## src/rtl/stream_demux_pkg.sv

```systemverilog
// Shared mode encoding, counter width and select-width helper for the stream demux.
package stream_demux_pkg;

    localparam logic MODE_ADDR  = 1'b0;
    localparam logic MODE_RR    = 1'b1;
    localparam int   DROP_CNT_W = 16;

    function automatic int sel_width(input int n_ch);
        return ($clog2(n_ch) < 1) ? 1 : $clog2(n_ch);
    endfunction

endpackage

```

## src/rtl/stream_demux_if.sv

```systemverilog
// Upstream/downstream bundle of the stream demux; slave is the demux, master the environment.
interface stream_demux_if #(
    parameter int DATA_W = 8,
    parameter int N_CH   = 8
);
    import stream_demux_pkg::*;

    localparam int SEL_W = sel_width(N_CH);

    logic                   mode;
    logic [DATA_W-1:0]      in_data;
    logic [SEL_W-1:0]       in_sel;
    logic                   in_valid;
    logic                   in_ready;
    logic [N_CH*DATA_W-1:0] out_data;
    logic [N_CH-1:0]        out_valid;
    logic [N_CH-1:0]        out_ready;
    logic [SEL_W-1:0]       rr_ptr;
    logic                   err_pulse;
    logic [DROP_CNT_W-1:0]  drop_cnt;

    modport master (
        output mode, in_data, in_sel, in_valid, out_ready,
        input  in_ready, out_data, out_valid, rr_ptr, err_pulse, drop_cnt
    );

    modport slave (
        input  mode, in_data, in_sel, in_valid, out_ready,
        output in_ready, out_data, out_valid, rr_ptr, err_pulse, drop_cnt
    );

endinterface

```

## src/rtl/demux_slot.sv

```systemverilog
// One-entry channel register: load appears on the next clock (latency 1).
// Accepts a load when empty or draining this cycle; data holds while stalled.
module demux_slot #(
    parameter int DATA_W = 8
) (
    input  logic              clk,
    input  logic              rst_n,
    input  logic              load,
    input  logic [DATA_W-1:0] load_data,
    input  logic              drain_rdy,
    output logic              can_load,
    output logic              vld,
    output logic [DATA_W-1:0] dat
);

    assign can_load = !vld || drain_rdy;

    always_ff @(posedge clk or negedge rst_n) begin
        if (!rst_n) begin
            vld <= 1'b0;
            dat <= '0;
        end else if (load) begin
            vld <= 1'b1;
            dat <= load_data;
        end else if (vld && drain_rdy) begin
            vld <= 1'b0;
        end
    end

endmodule

```

## src/rtl/stream_demux.sv

```systemverilog
// Routes one input stream to N_CH one-entry channels by address or round-robin; latency 1.
// in_ready follows the target slot's room; out-of-range targets are always accepted and dropped.
module stream_demux
    import stream_demux_pkg::*;
#(
    parameter int DATA_W = 8,
    parameter int N_CH   = 8
) (
    input  logic           clk,
    input  logic           rst_n,
    stream_demux_if.slave  bus
);

    localparam int SEL_W = sel_width(N_CH);
    localparam int PAD_W = 1 << SEL_W;
    localparam logic [SEL_W:0]   N_CH_L = N_CH[SEL_W:0];
    localparam logic [SEL_W-1:0] LAST_CH = N_CH_L[SEL_W-1:0] - SEL_W'(1);

    logic [SEL_W-1:0]       rr_ptr_q;
    logic [SEL_W-1:0]       tgt;
    logic                   tgt_ok;
    logic                   in_ready_c;
    logic                   xfer;
    logic                   drop;
    logic [N_CH-1:0]        can_load;
    logic [N_CH-1:0]        load;
    logic [PAD_W-1:0]       can_load_pad;
    logic [N_CH-1:0]        slot_vld;
    logic [N_CH*DATA_W-1:0] slot_dat;
    logic                   err_q;
    logic [DROP_CNT_W-1:0]  drop_q;

    assign tgt    = (bus.mode == MODE_RR) ? rr_ptr_q : bus.in_sel;
    assign tgt_ok = {1'b0, tgt} < N_CH_L;

    // Padding to a power of two keeps the mux index in range for non-power-of-two N_CH.
    assign can_load_pad = PAD_W'(can_load);
    assign in_ready_c   = rst_n && (!tgt_ok || can_load_pad[tgt]);
    assign xfer         = bus.in_valid && in_ready_c;
    assign drop         = xfer && !tgt_ok;

    for (genvar k = 0; k < N_CH; k++) begin : g_slot
        assign load[k] = xfer && tgt_ok && (tgt == SEL_W'(k));

        demux_slot #(
            .DATA_W (DATA_W)
        ) u_slot (
            .clk       (clk),
            .rst_n     (rst_n),
            .load      (load[k]),
            .load_data (bus.in_data),
            .drain_rdy (bus.out_ready[k]),
            .can_load  (can_load[k]),
            .vld       (slot_vld[k]),
            .dat       (slot_dat[k*DATA_W +: DATA_W])
        );
    end

    // Pointer only moves on round-robin transfers, so it survives mode switches.
    always_ff @(posedge clk or negedge rst_n) begin
        if (!rst_n) begin
            rr_ptr_q <= '0;
        end else if (xfer && bus.mode == MODE_RR) begin
            rr_ptr_q <= (rr_ptr_q == LAST_CH) ? '0 : rr_ptr_q + SEL_W'(1);
        end
    end

    always_ff @(posedge clk or negedge rst_n) begin
        if (!rst_n) begin
            err_q  <= 1'b0;
            drop_q <= '0;
        end else begin
            err_q <= drop;
            if (drop && drop_q != '1) begin
                drop_q <= drop_q + DROP_CNT_W'(1);
            end
        end
    end

    assign bus.in_ready  = in_ready_c;
    assign bus.out_valid = slot_vld;
    assign bus.out_data  = slot_dat;
    assign bus.rr_ptr    = rr_ptr_q;
    assign bus.err_pulse = err_q;
    assign bus.drop_cnt  = drop_q;

endmodule
```

## src/flat_wrapper.sv

```systemverilog
// flat-port wrapper written by rule: the top's interface ports become plain ports
module stream_demux_flat import stream_demux_pkg::*;
#(
    parameter int DATA_W = 8,
    parameter int N_CH   = 8
)
  (clk, rst_n, bus_mode, bus_in_data, bus_in_sel, bus_in_valid, bus_out_ready, bus_in_ready, bus_out_data, bus_out_valid, bus_rr_ptr, bus_err_pulse, bus_drop_cnt);
  stream_demux_if #(.DATA_W(DATA_W), .N_CH(N_CH)) bus_i ();
  input  logic clk;
  input  logic rst_n;
  input wire logic [$bits(bus_i.mode)-1:0] bus_mode;
  input wire logic [$bits(bus_i.in_data)-1:0] bus_in_data;
  input wire logic [$bits(bus_i.in_sel)-1:0] bus_in_sel;
  input wire logic [$bits(bus_i.in_valid)-1:0] bus_in_valid;
  input wire logic [$bits(bus_i.out_ready)-1:0] bus_out_ready;
  output wire logic [$bits(bus_i.in_ready)-1:0] bus_in_ready;
  output wire logic [$bits(bus_i.out_data)-1:0] bus_out_data;
  output wire logic [$bits(bus_i.out_valid)-1:0] bus_out_valid;
  output wire logic [$bits(bus_i.rr_ptr)-1:0] bus_rr_ptr;
  output wire logic [$bits(bus_i.err_pulse)-1:0] bus_err_pulse;
  output wire logic [$bits(bus_i.drop_cnt)-1:0] bus_drop_cnt;
  assign bus_i.mode = bus_mode;
  assign bus_i.in_data = bus_in_data;
  assign bus_i.in_sel = bus_in_sel;
  assign bus_i.in_valid = bus_in_valid;
  assign bus_i.out_ready = bus_out_ready;
  assign bus_in_ready = bus_i.in_ready;
  assign bus_out_data = bus_i.out_data;
  assign bus_out_valid = bus_i.out_valid;
  assign bus_rr_ptr = bus_i.rr_ptr;
  assign bus_err_pulse = bus_i.err_pulse;
  assign bus_drop_cnt = bus_i.drop_cnt;
  stream_demux #(.DATA_W(DATA_W), .N_CH(N_CH)) u_core (.clk(clk), .rst_n(rst_n), .bus(bus_i));
endmodule
```

## config.mk

```make
export PLATFORM = sky130hd
export DESIGN_NAME = stream_demux_flat
export DESIGN_NICKNAME = d
export VERILOG_FILES = /design/src/rtl/stream_demux_pkg.sv /design/src/rtl/stream_demux_if.sv /design/src/rtl/demux_slot.sv /design/src/rtl/stream_demux.sv /design/src/flat_wrapper.sv
export SDC_FILE = /design/constraint.sdc
export NUM_CORES = 1
export LEC_CHECK = 0
export CAP_MARGIN = 0
export CORE_UTILIZATION = 50
export DETAILED_ROUTE_END_ITERATION = 7
export PLACE_DENSITY_LB_ADDON = 0.08
export SLEW_MARGIN = 0
export SYNTH_ARGS = -nofsm -noshare
export SYNTH_HDL_FRONTEND = slang
export SYNTH_HIERARCHICAL = 1
export SYNTH_SLANG_ARGS = --single-unit
```

## constraint.sdc

```tcl
create_clock -name clk -period 5.6 [get_ports clk]
set_clock_uncertainty 0.2 [all_clocks]
set_input_delay 1.12 -clock clk [delete_from_list [all_inputs] [get_ports clk]]
set_output_delay 1.12 -clock clk [all_outputs]
set_load 0.1 [all_outputs]
```

**Yosys cells after proc, flatten, opt, wreduce, memory -nomap -nowiden**

Cells that the tools add are included.

- Reduce and logical (&&, ||, !) cells: 44
- Add/sub/neg operators: 1
- Multiplexer cells: 20
- Magnitude comparators: 1
- Equal/unequal tests: 8

Operators by type and width:

| kind | count |
|---|---|
| $logic_and A1 B1 Y1 | 19 |
| $mux W1 | 17 |
| $reduce_bool A2 Y1 | 8 |
| $eq A3 B3 Y1 const B | 5 |
| $logic_not A1 Y1 | 8 |
| $logic_or A1 B1 Y1 | 8 |
| $eq A3 B2 Y1 const B | 2 |
| $mux W3 | 2 |
| $lt A3 B4 Y1 const B | 1 |
| $add A3 B1 Y3 const B | 1 |
| $bmux W1 S3 | 1 |
| $eq A3 B1 Y1 const B | 1 |
| $logic_not A3 Y1 | 1 |

- Output and inout bits: 93
- Bits in registers: 75
- Logic and storage cells: 91

**Longest topological paths before layout**

Gate-level depths: netlist of run 1.

- Depth after elaboration: 8
- Gate-level depth with buffers: 8

**Modules after synthesis**

Netlist of run 1, hierarchy kept.

By module, submodules not included:

| module | area an instance (um^2) | instances | seq. area each (um^2) | cells each |
|---|---|---|---|---|
| demux_slot | 369.1 | 8 | 225.2 | 20 |
| stream_demux | 589.3 | 1 | 75.1 | 74 |

**Worst setup path after synthesis of run 1**

Ideal clock, no wire load.

- Path kind: input-to-output
- Start: input port bus_in_sel[0]
- End: output port bus_in_ready
- Buffers on the path: 0
- Slack: 0.834 ns
- Arrival: 3.446 ns
- Cell stages on the path: 5
- Cell sequence: and3b_2 -> a31oi_1 -> o2111a_2 -> o21ai_0 -> a21oi_1

- Cells in the longest elaborated chain, start to end: 4

Ends and longest elaborated chain:

| what | line | RTL |
|---|---|---|
| start: declaration | flat_wrapper.sv:13 | `input wire logic [$bits(bus_i.in_sel)-1:0] bus_in_sel;` |
| $mux W3 | stream_demux.sv:33 | `assign tgt = (bus.mode == MODE_RR) ? rr_ptr_q : bus.in_sel;` |
| $bmux W1 S3 | stream_demux.sv:38 | `assign in_ready_c = rst_n && (!tgt_ok \|\| can_load_pad[tgt]);` |
| $mux W1 (implied by the code) | stream_demux.sv:38 |  |
| $logic_and A1 B1 Y1 | stream_demux.sv:38 |  |
| end: declaration | flat_wrapper.sv:16 | `output wire logic [$bits(bus_i.in_ready)-1:0] bus_in_ready;` |

No other way between the ends. The select of a mux whose other input is x is not followed.

**Worst setup path in the final report of run 1**

- Start: input port bus_mode
- End: output port bus_in_ready

- Cells in the longest elaborated chain, start to end: 4

Ends and longest elaborated chain:

| what | line | RTL |
|---|---|---|
| start: declaration | flat_wrapper.sv:11 | `input wire logic [$bits(bus_i.mode)-1:0] bus_mode;` |
| $mux W3 | stream_demux.sv:33 |  |
| $bmux W1 S3 | stream_demux.sv:38 |  |
| $mux W1 (implied by the code) | stream_demux.sv:38 |  |
| $logic_and A1 B1 Y1 | stream_demux.sv:38 |  |

No other way between the ends. The select of a mux whose other input is x is not followed.

==> results of run 1 <==
==> through the flow <==
stage	instances	utilization, %	worst slack, ps
6_report	440	69.8	631
5_1_grt	440	69.8	457
4_1_cts	440	69.8	634
3_5_place_dp	424	66.7	638
3_3_place_gp	424	66.7	707
2_1_floorplan	250	-	834
==> worst max path at each step <==
stage               depth (start not counted)           end     startpoint
floorplan                                   5  bus_in_ready  bus_in_sel[0]
global placement                            7  bus_in_ready       bus_mode
detailed placement                          7  bus_in_ready       bus_mode
CTS                                         7  bus_in_ready       bus_mode
global route                                7  bus_in_ready       bus_mode
finish                                      7  bus_in_ready       bus_mode
==> sequential cells by signal, indices dropped and copies added (netlist names) <==
register,flops
u_core/g_slot.u_slot/dat,64
u_core/bus.rr_ptr,3
u_core/g_slot.u_slot/vld,8
==> cell families (layout without fill, tap and decap cells) <==
kind of cell / count (synthesis) / count (layout) / share of synthesized area (%)
adders and majority gates: 2 / 2 / 0.706
buffers and inverters: 32 / 126 / 7.03
muxes: 68 / 68 / 28.7
and+or+nand+nor: 43 / 43 / 7.28
AOI/OAI and AO/OA: 13 / 13 / 3.21
other: 1 / 17 / 0.106
DFF: 75 / 75 / 53.0
==> layer usage <==
| metal | global-route usage [%] | vias to the layer above |
|---|---|---|
| li1 | - | 990 |
| met1 | 31.0 | 1066 |
| met2 | 33.6 | 84 |
| met3 | 5.43 | 14 |
| met4 | 8.79 | 0 |
| met5 | 0 | - |
==> area by class of cell <==
class                           count  area, sq um
Multi-Input combinational cell    143         1500
Clock buffer                       10          138
Timing Repair Buffer              106         1050
Tap cell                           96          120
Sequential cell                    75         1880
Fill cell                         511         2070
Clock inverter                      6         71.3
Inverter                            4         15.0
==> worst max-delay path, cell delays in order <==
cell,delay [ps]
clkdlybuf4s50_1,650
or4b_1,600
o31a_1,130
o2111a_2,140
o21ai_0,610
a21oi_1,180
buf_12,220
==> layout by cell type (no fill, tap or decap), types with 2 or more instances in the layout <==
cell / netlist / final
nor4bb_1: 3 / 3
clkinvlp_4: 0 / 2
inv_1: 4 / 4
nor3_2: 0 / 4
clkbuf_8: 0 / 10
mux2_4: 67 / 67
dfrtp_1: 75 / 75
clkdlybuf4s50_1: 0 / 96
inv_6: 0 / 2
o21bai_1: 2 / 2
nor2_1: 9 / 9
conb_1: 1 / 17
nand3_1: 2 / 2
ha_1: 2 / 2
a31oi_1: 3 / 3
buf_4: 18 / 9
nand2b_1: 17 / 17
==> metrics.cfg, run 1 <==
[outcome]
outcome=finished clean

[detailed_routing]
first_pass_iters=4
viasPerCell=4.90
wl_met3_um=495
wl_met2_mm=3.40
dr.max_layer_used=met4
dr.first_iter.drc_count=147
wl_met1_mm=3.57
vias=2154
wirelength_mm=7.62
wl_per_cell_um=17.3
ant_nets=0
drc=0

[synthesis]
synth_cell_type_count=32
synthFlopType=dfrtp_1
synthDominantCellAreaShare_pct=53.0
synthTopCellsByArea=dfrtp_1 (53%), mux2_4 (28%), buf_4 (3.8%)
yosys_warnings=6
yosysTopAreaCell=dfrtp_1
post-synth-top-count-cell=dfrtp_1
ys_seq_area_share_pct=53.0
synth_edf_count=0
syn_area_sq_um=3540
syn_inst=234
yosys-top-cells-count=dfrtp_1 (75), mux2_4 (67), buf_4 (18)
async_flop_share_pct=100
avgSynthCellArea_sq_um=15.1
ys_ff_latch=75

[grt]
grt_pass1_wl_mm=12.1
grt_start_max_net_pins=78
grt_use_total_pct=22.2
antenna_found_initial=0
grt_pass1_vias=2171
overflow=0

[clock_network]
cts_max_level=3
cts_tree=built
numClockSinks=75
cts_hold_buffers=0
cts_buffers=9
cts.path.max_buffers=2
path_clk_slew_ps=70
cts_setup_buffers=0
cts_resized=0
clock_latency_ps=340
root_buffer=clkbuf_8

[layout]
fin_area_sq_um=4770
diodes=0
areaGrowthSynthToFinish_pct=34.5
num-nets-final=364
drive_gt1_share_pct=29.4

[placement]
gp_congestion=0.830
dpl_cell_area_sq_um=4560
port_buffers=98
place_hpwl_mm=5.18

[setup_path]
ff2ff_setup_slack_ps=2440
reg2reg_depth=5
start_kind=input port
rr_startpoint=u_core/bus.rr_ptr[1]
r2r_end=u_core/g_slot[5].u_slot/dat[6]
cp-end-kind=output port
cp.arrival_ps=3650
path_max_fanout=16
cp.required_ps=4280
critPathKind=in -> out

[worst_hold_path]
hp-start=u_core/g_slot[3].u_slot/dat[4]
whs_endpoint=u_core/g_slot[3].u_slot/dat[4]
whs_path_depth=1
hp-class=reg -> reg

[sta]
tightest_slew_ps=1210
tns_ps=0
rsz0062_at_grt=no
fin_hold_ws_ps=314
setup_viol=0
finalCritPeriodShare_pct=88.7
slew_headroom_pct=19.1
hold_violations=0
fmax_ghz=0.201
drv_slew=0
min_period_ps=4970

[job]
cap_violations=0

[die]
core_region_area_sq_um=6830
die_area_sq_um=7430
die_w_um=86.2
initial_core_util_pct=51.8
die_h_um=86.2
fp-row-count=30
ios=116

Power of run 1 is left out: the tool's default activity adds up to more than one toggle a clock period on the data nets, which glitch-free logic cannot reach.
==> run 2: changes to the inputs <==
--- a/config.mk
+++ b/config.mk
@@ -6,8 +6,9 @@
 export NUM_CORES = 1
 export LEC_CHECK = 0
 export CAP_MARGIN = 0
-export CORE_UTILIZATION = 50
+export CORE_UTILIZATION = 60
 export DETAILED_ROUTE_END_ITERATION = 7
+export DONT_BUFFER_PORTS = 1
 export PLACE_DENSITY_LB_ADDON = 0.08
 export SLEW_MARGIN = 0
 export SYNTH_ARGS = -nofsm -noshare
==> run 2 against run 1 <==
Compared with the run above:
- cell area shrank 21%
- wire length shrank 10%
- critical path depth shrank 2
- critical path type is now reg -> out
- highest routed layer unchanged
==> metrics.cfg, run 2 (synthesis results as in run 1) <==
[die]
initial_core_util_pct=63.2  ; +11 points
die_w_um=78.8  ; -8.5%
fp-row-count=27  ; -10%
core_region_area_sq_um=5610  ; -18%
die_h_um=78.8  ; -8.5%
ios=116  ; unchanged
die_area_sq_um=6210  ; -16%

[sta]
tightest_slew_ps=1190  ; -13.7 ps
min_period_ps=4500  ; -467 ps
setup_viol=0  ; unchanged
rsz0062_at_grt=no
tns_ps=0  ; unchanged
slew_headroom_pct=20.0  ; +0.92 points
finalCritPeriodShare_pct=80.4  ; -8.3 points
hold_violations=0  ; unchanged
fmax_ghz=0.222  ; +10%
fin_hold_ws_ps=268  ; -45.9 ps
drv_slew=0  ; unchanged

[setup_path]
start_kind=register
critPathKind=reg -> out
crit_chain=a31oi_1 -> o2111a_2 -> o21ai_0 -> a21oi_2 -> buf_4
path_max_fanout=11  ; -5
cp.arrival_ps=3180  ; -470 ps
max_stage_delay_ps=1130  ; +480 ps
crit_slowest_cell=dfrtp_1
cp.required_ps=4280  ; about the same
cp-end-kind=output port

[clock_network]
path_clk_slew_ps=80  ; about the same
root_buffer=clkbuf_8
cts_hold_buffers=0  ; unchanged
cts_tree=built
cts.path.max_buffers=2  ; unchanged
cts_setup_buffers=0  ; unchanged
numClockSinks=75  ; unchanged
cts_buffers=9  ; unchanged
clock_latency_ps=340  ; about the same
cts_max_level=3  ; unchanged
cts_resized=0  ; unchanged

[worst_hold_path]
hp-class=in -> async

[layout]
fin_area_sq_um=3770  ; -21%
top_register=u_core/g_slot.u_slot/dat
largest_reg_flops=64  ; unchanged
final_cell_mix=dfrtp_1 (75), mux2_4 (67), nand2b_1 (17), conb_1 (17), clkbuf_8 (10)
fillers=389  ; -24%
layout_commonest_cell=dfrtp_1
areaGrowthSynthToFinish_pct=6.36
multi_input_area_sq_um=1500  ; +0.25%
drive_gt1_share_pct=40.2  ; +11 points
seq_area_sq_um=1880  ; unchanged
diodes=0  ; unchanged
num-nets-final=266  ; -27%

[job]
cap_violations=0  ; unchanged

[placement]
place_hpwl_mm=4.63  ; -11%
dpl_cell_area_sq_um=3540  ; -22%
gp_congestion=0.877  ; +5.7%
port_buffers=0  ; -100%

[detailed_routing]
wl_per_cell_um=21.5  ; +24%
drc=0  ; unchanged
vias=1818  ; -16%
viasPerCell=5.72  ; +17%
wirelength_mm=6.85  ; -10%
first_pass_iters=4  ; unchanged
ant_nets=0  ; unchanged
dr.first_iter.drc_count=143  ; -2.7%

[grt]
grt_start_max_net_pins=80  ; +2.6%
grt_pass1_wl_mm=10.7  ; -12%
grt_pass1_vias=1930  ; -11%
overflow=0  ; unchanged
grt_use_total_pct=23.9  ; +1.7 points
antenna_found_initial=0  ; unchanged

[outcome]
outcome=finished clean

run 2: cell types whose count changed in the layout (fill, tap and decap cells not counted), sizes merged:
cell and delta:
inv -1, clkinv -1, clkbuf +1, clkdlybuf4s50 -96, bufinv +1, buf -2
run 2: area by class of cell:
class                      count  share of cell area, %
clock buffer                  11                   3.75
clock inverter                 5                   2.23
inverter                       4                  0.399
multi-input combinational    143                   39.8
sequential                    75                   49.8
tap                           72                   2.39
timing repair buffer           8                   1.59
run 2: final timing paths:
path                                             start                             end  slack, ps  cells after the start
max                               u_core/bus.rr_ptr[1]                    bus_in_ready       1100                      5
min                                              rst_n  u_core/g_slot[6].u_slot/dat[5]        270                      0
max reg2reg                       u_core/bus.rr_ptr[1]  u_core/g_slot[4].u_slot/dat[5]       1840                      6
min reg2reg                u_core/g_slot[5].u_slot/vld     u_core/g_slot[5].u_slot/vld        670                      3
max in group asynchronous                        rst_n  u_core/g_slot[3].u_slot/dat[1]       4820                      0
min in group clk           u_core/g_slot[5].u_slot/vld     u_core/g_slot[5].u_slot/vld        670                      3
run 2: routing by layer:
layer | vias up | GRT usage (%) | share of wire [%]
li1 | 792 | - | -
met1 | 905 | 31.9 | 43
met2 | 104 | 34.4 | 45
met3 | 17 | 8.62 | 9.8
met4 | 0 | 12.5 | 2.8
met5 | - | 0 | 0
run 2: per-stage QoR:
stage	setup slack (ps)	util, %	instances
final	1100	67.2	318
after global routing	916	67.2	318
after CTS	1110	67.2	318
after detailed placement	1270	63.2	302
after global placement	1390	63.2	302
after floorplan	834	-	250
run 2: critical path: cells and delay by family, from the launching register on:
family,cells,cell delay (ps)
AOI/OAI and AO/OA,4,1440
buffers and inverters,1,270
DFF,1,1130
Power of run 2 is left out for the same reason.
==> run 3: changes to the inputs <==
==> constraint.sdc (replaced) <==
create_clock -name clk -period 4.25 [get_ports clk]
set_clock_uncertainty 0.2 [all_clocks]
set_input_delay 0.85 -clock clk [delete_from_list [all_inputs] [get_ports clk]]
set_output_delay 0.85 -clock clk [all_outputs]
set_load 0.1 [all_outputs]
==> run 3 against run 2 <==
Compared with the run above:
- wire length rose by 4.3%
- cell area rose by 2.4%
- via count rose by 5.0%
- worst setup slack got worse by 360 ps
- worst hold slack got worse by 98 ps
- non-clock buffer count rose by 12
- clock-buffer cell count fell by 2
- register-to-register slack got worse by 970 ps
- sequential share of layout area fell by 1.2 points
- critical path type unchanged
==> metrics.cfg, run 3 (synthesis results as in run 1) <==
[worst_hold_path]
hp-class=in -> async

[die]
die_w_um=78.8  ; unchanged
ios=116  ; unchanged
initial_core_util_pct=63.2  ; unchanged
core_region_area_sq_um=5610  ; unchanged
die_h_um=78.8  ; unchanged
fp-row-count=27  ; unchanged
die_area_sq_um=6210  ; unchanged

[detailed_routing]
vias=1908  ; +5.0%
wl_met2_mm=3.39  ; +10%
wl_met3_um=568  ; -15%
wirelength_mm=7.14  ; +4.3%
ant_nets=0  ; unchanged
drc=0  ; unchanged
first_pass_iters=5  ; +1
dr.first_iter.drc_count=85  ; -41%
wl_per_cell_um=21.6  ; +0.47%
viasPerCell=5.78  ; +1.1%
wl_met1_mm=3.10  ; +6.6%
dr.max_layer_used=met4

[clock_network]
cts_tree=built
cts_buffers=9  ; unchanged
numClockSinks=75  ; unchanged
clock_latency_ps=340  ; about the same
root_buffer=clkbuf_8
cts_max_level=3  ; unchanged
path_clk_slew_ps=80  ; about the same
cts.path.max_buffers=2  ; unchanged

[layout]
multi_input_area_sq_um=1500  ; unchanged
num-nets-final=278  ; +4.5%
areaGrowthSynthToFinish_pct=8.94
fillers=389  ; unchanged
diodes=0  ; unchanged
final_cell_mix=dfrtp_1 (75), mux2_4 (67), buf_4 (19), nand2b_1 (17), conb_1 (17)
largest_reg_flops=64  ; unchanged
top_register=u_core/g_slot.u_slot/dat
drive_gt1_share_pct=43.4  ; +3.2 points
layout_commonest_cell=dfrtp_1
seq_area_sq_um=1880  ; unchanged
fin_area_sq_um=3860  ; +2.4%

[grt]
grt_pass1_vias=1904  ; -1.3%
overflow=0  ; unchanged
antenna_found_initial=0  ; unchanged
grt_start_max_net_pins=76  ; -5.0%
grt_pass1_wl_mm=10.9  ; +1.7%
grt_use_total_pct=24.4  ; +0.40 points

[sta]
tightest_slew_ps=943  ; -250 ps
min_period_ps=3510
drv_slew=0  ; unchanged
fmax_ghz=0.285
tns_ps=0  ; unchanged
rsz0062_at_grt=no
finalCritPeriodShare_pct=82.5
setup_viol=0  ; unchanged
slew_headroom_pct=37.1  ; +17 points
hold_violations=0  ; unchanged

[setup_path]
start_kind=register
max_stage_delay_ps=930  ; -200 ps
cp.arrival_ps=2460  ; -720 ps
crit_chain=nand2b_1 -> nor4bb_1 -> a31oi_1 -> o2111ai_1 -> a21oi_2 -> buf_4
cp.required_ps=3200  ; -1080 ps
critPathKind=reg -> out
crit_slowest_cell=dfrtp_1
path_max_fanout=3  ; -8
cp-end-kind=output port

[outcome]
outcome=finished clean

[placement]
gp_congestion=0.791  ; -9.8%
port_buffers=0  ; unchanged
place_hpwl_mm=4.71  ; +1.7%
dpl_cell_area_sq_um=3620  ; +2.3%

[job]
cap_violations=0  ; unchanged

[run 3: cell count changes in the layout (fill, tap and decap cells not counted)]
cell / delta
buf_16: +1
buf_4: +11
bufinv_16: -1
clkbuf_1: -1
clkbuf_8: -1
clkinv_4: +1
inv_6: +1
inv_8: +1
[run 3: stage by stage]
step	utilization, %	hold slack, ps	setup WS, ps	instances
after floorplan	-	354	456	250
after global placement	64.6	318	869	313
after detailed placement	64.6	314	785	313
after CTS	68.8	193	753	330
after global routing	68.8	188	600	330
final	68.8	170	743	330
[run 3: final timing paths]
kind / end / startpoint / depth (start not counted) / slack (ps)
min in group clk: u_core/g_slot[3].u_slot/vld / u_core/g_slot[3].u_slot/vld / 2 / 340
max in group asynchronous: u_core/g_slot[4].u_slot/dat[3] / rst_n / 1 / 3360
max reg2reg: u_core/g_slot[2].u_slot/dat[1] / u_core/g_slot[2].u_slot/vld / 8 / 870
min: u_core/bus.rr_ptr[2] / rst_n / 1 / 170
min reg2reg: u_core/g_slot[3].u_slot/vld / u_core/g_slot[3].u_slot/vld / 2 / 340
max: bus_in_ready / u_core/g_slot[2].u_slot/vld / 6 / 740
[run 3: what timing repair did]
action | 4_1_cts | 5_1_grt
endpoints found under the setup margin | 0 | 0
gates resized for setup | 0 | 0
hold buffers | 1 | 0
hold endpoints to repair | 75 | 0
buffers inserted | 0 | 0
[run 3: cell type report]
type / count / area share (%)
timing repair buffer: 20 / 4.41
inverter: 4 / 0.389
tap: 72 / 2.33
multi-input combinational: 143 / 38.9
sequential: 75 / 48.6
clock buffer: 9 / 3.21
clock inverter: 7 / 2.14
[run 3: per-layer routing]
| metal | global-route usage [%] | vias up |
|---|---|---|
| met2 | 37.0 | 91 |
| li1 | - | 820 |
| met4 | 9.27 | 0 |
| met5 | 0 | - |
| met3 | 7.70 | 7 |
| met1 | 32.8 | 990 |
[run 3: worst max-delay path, delay by kind of cell (launching register included)]
| kind | cells | cell delay [ps] |
|---|---|---|
| buffers and inverters | 1 | 250 |
| AOI/OAI and AO/OA | 3 | 410 |
| DFF | 1 | 930 |
| and+or+nand+nor | 2 | 530 |
Power of run 3 is left out for the same reason.
